## config.mk

```make
export PLATFORM = sky130hd
export DESIGN_NAME = solver_job_scheduler_flat
export DESIGN_NICKNAME = d
export VERILOG_FILES = /design/src/rtl/solver_job_scheduler_if.sv /design/src/rtl/solver_job_scheduler.sv /design/src/flat_wrapper.sv
export SDC_FILE = /design/constraint.sdc
export NUM_CORES = 1
export LEC_CHECK = 0
export BUFFER_PORTS_ARGS = -buffer_cell sky130_fd_sc_hd__buf_2
export CORE_MARGIN = 2
export CORE_UTILIZATION = 50
export CTS_CLUSTER_DIAMETER = 60
export CTS_CLUSTER_SIZE = 25
export DETAILED_ROUTE_END_ITERATION = 12
export PLACE_DENSITY = 0.83
export SLEW_MARGIN = 20
export SYNTH_ARGS = -nofsm -noshare
export SYNTH_HDL_FRONTEND = slang
export SYNTH_SLANG_ARGS = --single-unit
export TNS_END_PERCENT = 50
```

## constraint.sdc

```tcl
create_clock -name Clk -period 5.8 [get_ports Clk]
set_input_delay 0.87 -clock Clk [delete_from_list [all_inputs] [get_ports Clk]]
set_output_delay 0.87 -clock Clk [all_outputs]
set_load 0.01 [all_outputs]
```

## src/rtl/solver_job_scheduler_if.sv

```systemverilog
// Job, result and Solver-side signals of the scheduler.
// slave = scheduler side, master = environment side.
interface solver_job_scheduler_if #(
  parameter int DEPTH = 4
);
  localparam int CW = $clog2(DEPTH) + 1;

  logic          job_valid;
  logic          job_ready;
  logic [1:0]    job_mode;
  logic [77:0]   job_data;
  logic [1:0]    sol_work;
  logic [59:0]   sol_data_raw;
  logic [77:0]   sol_data_enc;
  logic [77:0]   sol_out_enc;
  logic [59:0]   sol_out_raw;
  logic          res_valid;
  logic          res_ready;
  logic [1:0]    res_mode;
  logic [77:0]   res_data;
  logic          err_illegal;
  logic [CW-1:0] job_count;

  modport slave (
    input  job_valid, job_mode, job_data,
    input  sol_out_enc, sol_out_raw, res_ready,
    output job_ready, sol_work, sol_data_raw,
    output sol_data_enc, res_valid, res_mode,
    output res_data, err_illegal, job_count
  );

  modport master (
    output job_valid, job_mode, job_data,
    output sol_out_enc, sol_out_raw, res_ready,
    input  job_ready, sol_work, sol_data_raw,
    input  sol_data_enc, res_valid, res_mode,
    input  res_data, err_illegal, job_count
  );
endinterface

```

## src/rtl/solver_job_scheduler.sv

```systemverilog
// Job FIFO feeding the Solver core one job at a time,
// waiting out its latency and presenting each result.
module solver_job_scheduler #(
  parameter int DEPTH      = 4,
  parameter int SOLVER_LAT = 2
) (
  input logic                   Clk,
  input logic                   Rst,
  solver_job_scheduler_if.slave bus
);
  localparam int AW = $clog2(DEPTH);
  localparam int CW = AW + 1;
  localparam int LW = $clog2(SOLVER_LAT + 1);
  localparam logic [CW-1:0] FULL   = CW'(DEPTH);
  localparam logic [LW-1:0] LAT_M1 = LW'(SOLVER_LAT - 1);

  typedef enum logic [1:0] {
    IDLE,
    WAIT,
    HOLD
  } state_t;

  logic [1:0]    mode_q [DEPTH];
  logic [77:0]   data_q [DEPTH];
  logic [AW-1:0] wr_q, rd_q;
  logic [CW-1:0] cnt_q, cnt_d;
  logic          err_q;

  state_t        state_q;
  logic [LW-1:0] lat_q;
  logic [1:0]    work_q;
  logic [59:0]   raw_q;
  logic [77:0]   enc_q;
  logic          rv_q;
  logic [1:0]    rmode_q;
  logic [77:0]   rdata_q;

  logic          hs, push, pop;
  logic [1:0]    hd_mode;
  logic [77:0]   hd_data;

  assign bus.job_ready = cnt_q != FULL;
  assign hs      = bus.job_valid && bus.job_ready;
  assign push    = hs && (bus.job_mode != 2'd3);
  assign pop     = (state_q == IDLE) && (cnt_q != '0);
  assign hd_mode = mode_q[rd_q];
  assign hd_data = data_q[rd_q];

  assign bus.job_count    = cnt_q;
  assign bus.err_illegal  = err_q;
  assign bus.sol_work     = work_q;
  assign bus.sol_data_raw = raw_q;
  assign bus.sol_data_enc = enc_q;
  assign bus.res_valid    = rv_q;
  assign bus.res_mode     = rmode_q;
  assign bus.res_data     = rdata_q;

  // Occupancy next state from push/pop pair.
  always_comb begin
    cnt_d = cnt_q;
    unique case ({push, pop})
      2'b10:   cnt_d = cnt_q + CW'(1);
      2'b01:   cnt_d = cnt_q - CW'(1);
      default: cnt_d = cnt_q;
    endcase
  end

  // Job storage; contents need no reset.
  always_ff @(posedge Clk) begin
    if (push) begin
      mode_q[wr_q] <= bus.job_mode;
      data_q[wr_q] <= bus.job_data;
    end
  end

  // Pointers, occupancy and illegal-mode pulse.
  always_ff @(posedge Clk) begin
    if (Rst) begin
      wr_q  <= '0;
      rd_q  <= '0;
      cnt_q <= '0;
      err_q <= 1'b0;
    end else begin
      if (push) wr_q <= wr_q + AW'(1);
      if (pop)  rd_q <= rd_q + AW'(1);
      cnt_q <= cnt_d;
      err_q <= hs && (bus.job_mode == 2'd3);
    end
  end

  // Issue, latency wait and result hold.
  always_ff @(posedge Clk) begin
    if (Rst) begin
      state_q <= IDLE;
      lat_q   <= '0;
      work_q  <= '0;
      raw_q   <= '0;
      enc_q   <= '0;
      rv_q    <= 1'b0;
      rmode_q <= '0;
      rdata_q <= '0;
    end else begin
      case (state_q)
        IDLE: begin
          if (pop) begin
            if (hd_mode == 2'd0) raw_q <= hd_data[59:0];
            if (hd_mode == 2'd1) enc_q <= hd_data;
            work_q  <= hd_mode;
            lat_q   <= LAT_M1;
            state_q <= WAIT;
          end
        end
        WAIT: begin
          if (lat_q == '0) begin
            rv_q    <= 1'b1;
            rmode_q <= work_q;
            rdata_q <= (work_q == 2'd0) ? bus.sol_out_enc
                                        : {18'b0, bus.sol_out_raw};
            state_q <= HOLD;
          end else begin
            lat_q <= lat_q - LW'(1);
          end
        end
        HOLD: begin
          if (bus.res_ready) begin
            rv_q    <= 1'b0;
            state_q <= IDLE;
          end
        end
        default: state_q <= IDLE;
      endcase
    end
  end
endmodule
```

## src/flat_wrapper.sv

```systemverilog
// flat-port wrapper written by rule: the top's interface ports become plain ports
module solver_job_scheduler_flat 
#(
  parameter int DEPTH      = 4,
  parameter int SOLVER_LAT = 2
)
  (Clk, Rst, bus_job_valid, bus_job_mode, bus_job_data, bus_sol_out_enc, bus_sol_out_raw, bus_res_ready, bus_job_ready, bus_sol_work, bus_sol_data_raw, bus_sol_data_enc, bus_res_valid, bus_res_mode, bus_res_data, bus_err_illegal, bus_job_count);
  solver_job_scheduler_if #(.DEPTH(DEPTH)) bus_i ();
  input logic Clk;
  input logic Rst;
  input wire logic [$bits(bus_i.job_valid)-1:0] bus_job_valid;
  input wire logic [$bits(bus_i.job_mode)-1:0] bus_job_mode;
  input wire logic [$bits(bus_i.job_data)-1:0] bus_job_data;
  input wire logic [$bits(bus_i.sol_out_enc)-1:0] bus_sol_out_enc;
  input wire logic [$bits(bus_i.sol_out_raw)-1:0] bus_sol_out_raw;
  input wire logic [$bits(bus_i.res_ready)-1:0] bus_res_ready;
  output wire logic [$bits(bus_i.job_ready)-1:0] bus_job_ready;
  output wire logic [$bits(bus_i.sol_work)-1:0] bus_sol_work;
  output wire logic [$bits(bus_i.sol_data_raw)-1:0] bus_sol_data_raw;
  output wire logic [$bits(bus_i.sol_data_enc)-1:0] bus_sol_data_enc;
  output wire logic [$bits(bus_i.res_valid)-1:0] bus_res_valid;
  output wire logic [$bits(bus_i.res_mode)-1:0] bus_res_mode;
  output wire logic [$bits(bus_i.res_data)-1:0] bus_res_data;
  output wire logic [$bits(bus_i.err_illegal)-1:0] bus_err_illegal;
  output wire logic [$bits(bus_i.job_count)-1:0] bus_job_count;
  assign bus_i.job_valid = bus_job_valid;
  assign bus_i.job_mode = bus_job_mode;
  assign bus_i.job_data = bus_job_data;
  assign bus_i.sol_out_enc = bus_sol_out_enc;
  assign bus_i.sol_out_raw = bus_sol_out_raw;
  assign bus_i.res_ready = bus_res_ready;
  assign bus_job_ready = bus_i.job_ready;
  assign bus_sol_work = bus_i.sol_work;
  assign bus_sol_data_raw = bus_i.sol_data_raw;
  assign bus_sol_data_enc = bus_i.sol_data_enc;
  assign bus_res_valid = bus_i.res_valid;
  assign bus_res_mode = bus_i.res_mode;
  assign bus_res_data = bus_i.res_data;
  assign bus_err_illegal = bus_i.err_illegal;
  assign bus_job_count = bus_i.job_count;
  solver_job_scheduler #(.DEPTH(DEPTH), .SOLVER_LAT(SOLVER_LAT)) u_core (.Clk(Clk), .Rst(Rst), .bus(bus_i));
endmodule
```

==> results <==
- The number of sinks handled by clock tree synthesis is 555.
- The synthesized design contains 320 enable-type register cells.
- The routed via count is 13500.
- The fraction of layout instances using a drive strength above 1 is 32.8%.
- The number of unique standard cell types used by synthesis is 36.
- The number of hold-repair buffers added at the cts stage is 0.
- Measured against its own limit, the worst slew margin works out to 28.6%.
- The insertion delay of the later-clocked pin in the worst-skew pair is 580 ps.
- The cell area after technology mapping is 21300 um^2.
- Clock tree synthesis inserted a total of 38 buffers.
- The utilization of the core after routing is 60.1%.
- The H-tree depth is 2.
- Derived from the worst setup path, the maximum achievable clock frequency is 295 MHz.
- The number of DRC markers in iteration 0 is 1260.
- Synthesis produced a netlist with a net count of 1706.
- The wire length of the first global-routing pass is 75900 um.
- Synthesis inferred 555 register bits.
- The floorplan step defined a die boundary enclosing 44400 um^2.
- The floorplan step set the die height to 211 um.
- The post-route cell area is 25300 um^2.
- The weighted congestion reported at the end of routability-driven placement is 0.828.
- The final max-slew violation count was 0.
- 448 I/O pins were placed.
- The analysis attributes to cell leakage a power of 0.0103 uW.
- The number of antenna violations at the first check in global routing was 23.
- Yosys attributes the largest share of cell area to sky130_fd_sc_hd__edfxtp_1 (45%), sky130_fd_sc_hd__dfxtp_1 (22%), sky130_fd_sc_hd__mux4_2 (8.4%), sky130_fd_sc_hd__mux2i_1 (6.5%), sky130_fd_sc_hd__nand2b_1 (6.4%).
- The post-detailed-placement cell area is 24000 um^2.
- In the final routed layout, each cell accounts on average for 20.7 um.
- By startpoint and endpoint, the worst setup path is classified as reg2reg.
- The layout net count is 2096.
- The number of hold violations in the final report came to 0.
- The class of the tightest hold or removal check is reg2reg.
- The first-pass iteration count of the detailed router is 5.
- The non-filler instance count after layout is 2449.
- The most repeated cell in the gate-level netlist after synthesis is sky130_fd_sc_hd__edfxtp_1.
- The port buffer count is 447.
- The average cell area after synthesis is 14.5 um^2.
- The total number of yosys warnings is 0.
- Dividing the final minimum period by the clock period gives 58.4%.
- Gates resized during post-CTS repair numbered 0.
- The slew of the pin with the lowest slew margin is 1070 ps.
- From synthesis to final layout, the design area changed by 18.4%.
- The nature of the critical path startpoint is a flop.
- At the worst endpoint, the required time is 6270 ps.
- The flow ran to the end, and the final reports show no timing, DRC or antenna violations.
- The reported max-cap violation count is 0.
- The fraction of post-synthesis cell area in the top cell type by area is 45.0%.
- TritonCTS built the clock tree.
- The power density of the placed cells is 423 nW/um^2.
- Wires add up to 50700 um.
- The endpoint type of the worst setup path is a flop.
- The antenna violation net count after detailed routing is 0.
- The starting density of the core is 50.8%.
- The share of the yosys chip area belonging to registers is 67.0%.
- Counting every instance in the synthesized netlist gives 1477.
- Along the worst path, the maximum fanout reaches 49.
- The area inside the core boundary is 42000 um^2.
- Global routing finished with a remaining overflow of 0.
- The worst ir drop on vdd is 0.000269 V.
- Entering global routing, the biggest net connects 169 pins.
- The minimum clock period after layout is 3390 ps.
- Counting instances in the post-synthesis netlist gives the leading cell types as sky130_fd_sc_hd__edfxtp_1 (320), sky130_fd_sc_hd__dfxtp_1 (235), sky130_fd_sc_hd__nand2b_1 (218).
- The final setup violation count is 0.
- After detailed placement, the design holds a cell count of 2366.
- The die is 211 um wide.
- Clock-pin slew was measured on the worst setup and hold paths at 70 ps.
- The summed negative setup slack over all endpoints is 0 ps.
- Detailed placement ended at an HPWL of 33300 um.
- The worst setup skew after layout is 38.4 ps.
- The number of global-route vias before repair is 13400.
- Row generation in the floorplan step produced 75 rows.
- Setup repair after global routing left no endpoint under its margin.
- The worst-case clock buffer depth is 3.
- At the worst endpoint, the arrival time is 3860 ps.
- The routed via count divided by cell count is 5.50.
- The share of flip-flops with an asynchronous set or reset after synthesis is 0%.
- The cell sitting at the root of the clock tree is a sky130_fd_sc_hd__clkbuf_16.
- Of all cell types, the one taking the most synthesized area is sky130_fd_sc_hd__edfxtp_1.
- The most used flip-flop cell after synthesis is sky130_fd_sc_hd__edfxtp_1.
- The number of setup buffers added after CTS is 0.
- After detailed routing, the number of remaining DRC violations is 0.
- The global router's overall resource usage is 22.3%.
-- worst max-delay path, stage by stage, from the launching register on --
cell	delay, ps
sky130_fd_sc_hd__dfxtp_4	910
sky130_fd_sc_hd__mux4_2	630
sky130_fd_sc_hd__or4b_4	850
sky130_fd_sc_hd__buf_4	600
sky130_fd_sc_hd__mux2i_1	240
-- flip-flops by register name, summed over array words and instances, names as in the netlist, named ones only --
register / flops
u_core.data_q: 312
u_core.bus.res_data: 78
u_core.bus.sol_data_enc: 78
u_core.bus.sol_data_raw: 60
u_core.mode_q: 8
u_core.bus.job_count: 3
u_core.bus.res_mode: 2
u_core.bus.sol_work: 2
u_core.lat_q: 2
u_core.rd_q: 2
u_core.state_q: 2
u_core.wr_q: 2
u_core.bus.err_illegal: 1
u_core.bus.res_valid: 1
-- worst paths after layout --
path | startpoint | endpoint | slack, ps | depth (start not counted)
setup / recovery | flop | u_core.bus.sol_data_enc[55] | 2410 | 4
setup reg to reg | flop | u_core.bus.sol_data_enc[55] | 2410 | 4
hold / removal | u_core.bus.res_data[66] | u_core.bus.res_data[66] | 450 | 2
hold reg to reg | u_core.bus.res_data[66] | u_core.bus.res_data[66] | 450 | 2
-- power by group --
group / total (uW) / internal (uW) / switching (uW)
clock: 2800 / 1360 / 1430
sequential: 5010 / 4690 / 327
combinational: 2890 / 1220 / 1670
total: 10700 / 7270 / 3430
-- routing by layer --
layer	vias to the layer above	GRT usage (%)	wire length, um
li1	6224	-	-
met1	6662	29.4	20900
met3	120	5.35	3390
met2	435	35.7	24700
met4	18	9.40	1560
met5	-	0	123
-- cell type report --
class	instances	area [um^2]
inverter	9	33.8
tap	539	674
sequential	555	14300
multi-input combinational	803	6570
clock buffer	43	1000
timing repair buffer	460	2350
clock inverter	26	295
antenna	14	35.0
fill	3194	16800
-- logic make-up after synthesis --
| family | count (synthesis) | synth area share (%) |
|---|---|---|
| buffers and inverters | 119 | 2.32 |
| AOI/OAI and AO/OA | 163 | 4.97 |
| xor gates and xnor gates | 2 | 0.0821 |
| adders and majority gates | 7 | 0.445 |
| and+or+nand+nor | 413 | 10.2 |
| muxes | 218 | 14.9 |
| DFF | 555 | 67.0 |
-- through the flow --
stage	setup slack (ps)	hold slack, ps	power, uW
after global routing	2120	476	11200
final	2410	448	10700
after detailed placement	2280	442	7990
after global placement	2330	435	7880
after floorplan	2250	450	6990
after CTS	2270	451	10800
-- placed cells by master, fill, tap and decap left out, drive strengths merged, types with 2 or more instances in the layout --
cell      netlist  final
a21oi          33     33
a311oi         60     60
a31o            2      2
and2            5      5
buf            28    460
clkbuf         82     43
clkinv          0     14
clkinvlp        0      2
dfxtp         235    235
diode           0     14
edfxtp        320    320
ha              6      6
inv             9     18
mux2i         138    138
mux4           80     80
nand2          84     84
nand2b        218    218
nand3          21     21
nand4           2      2
nor2           70     70
nor3            2      2
o21ai          64     64
or3             2      2
or4             2      2
xor2            2      2
(Power assumes the default switching activity.)
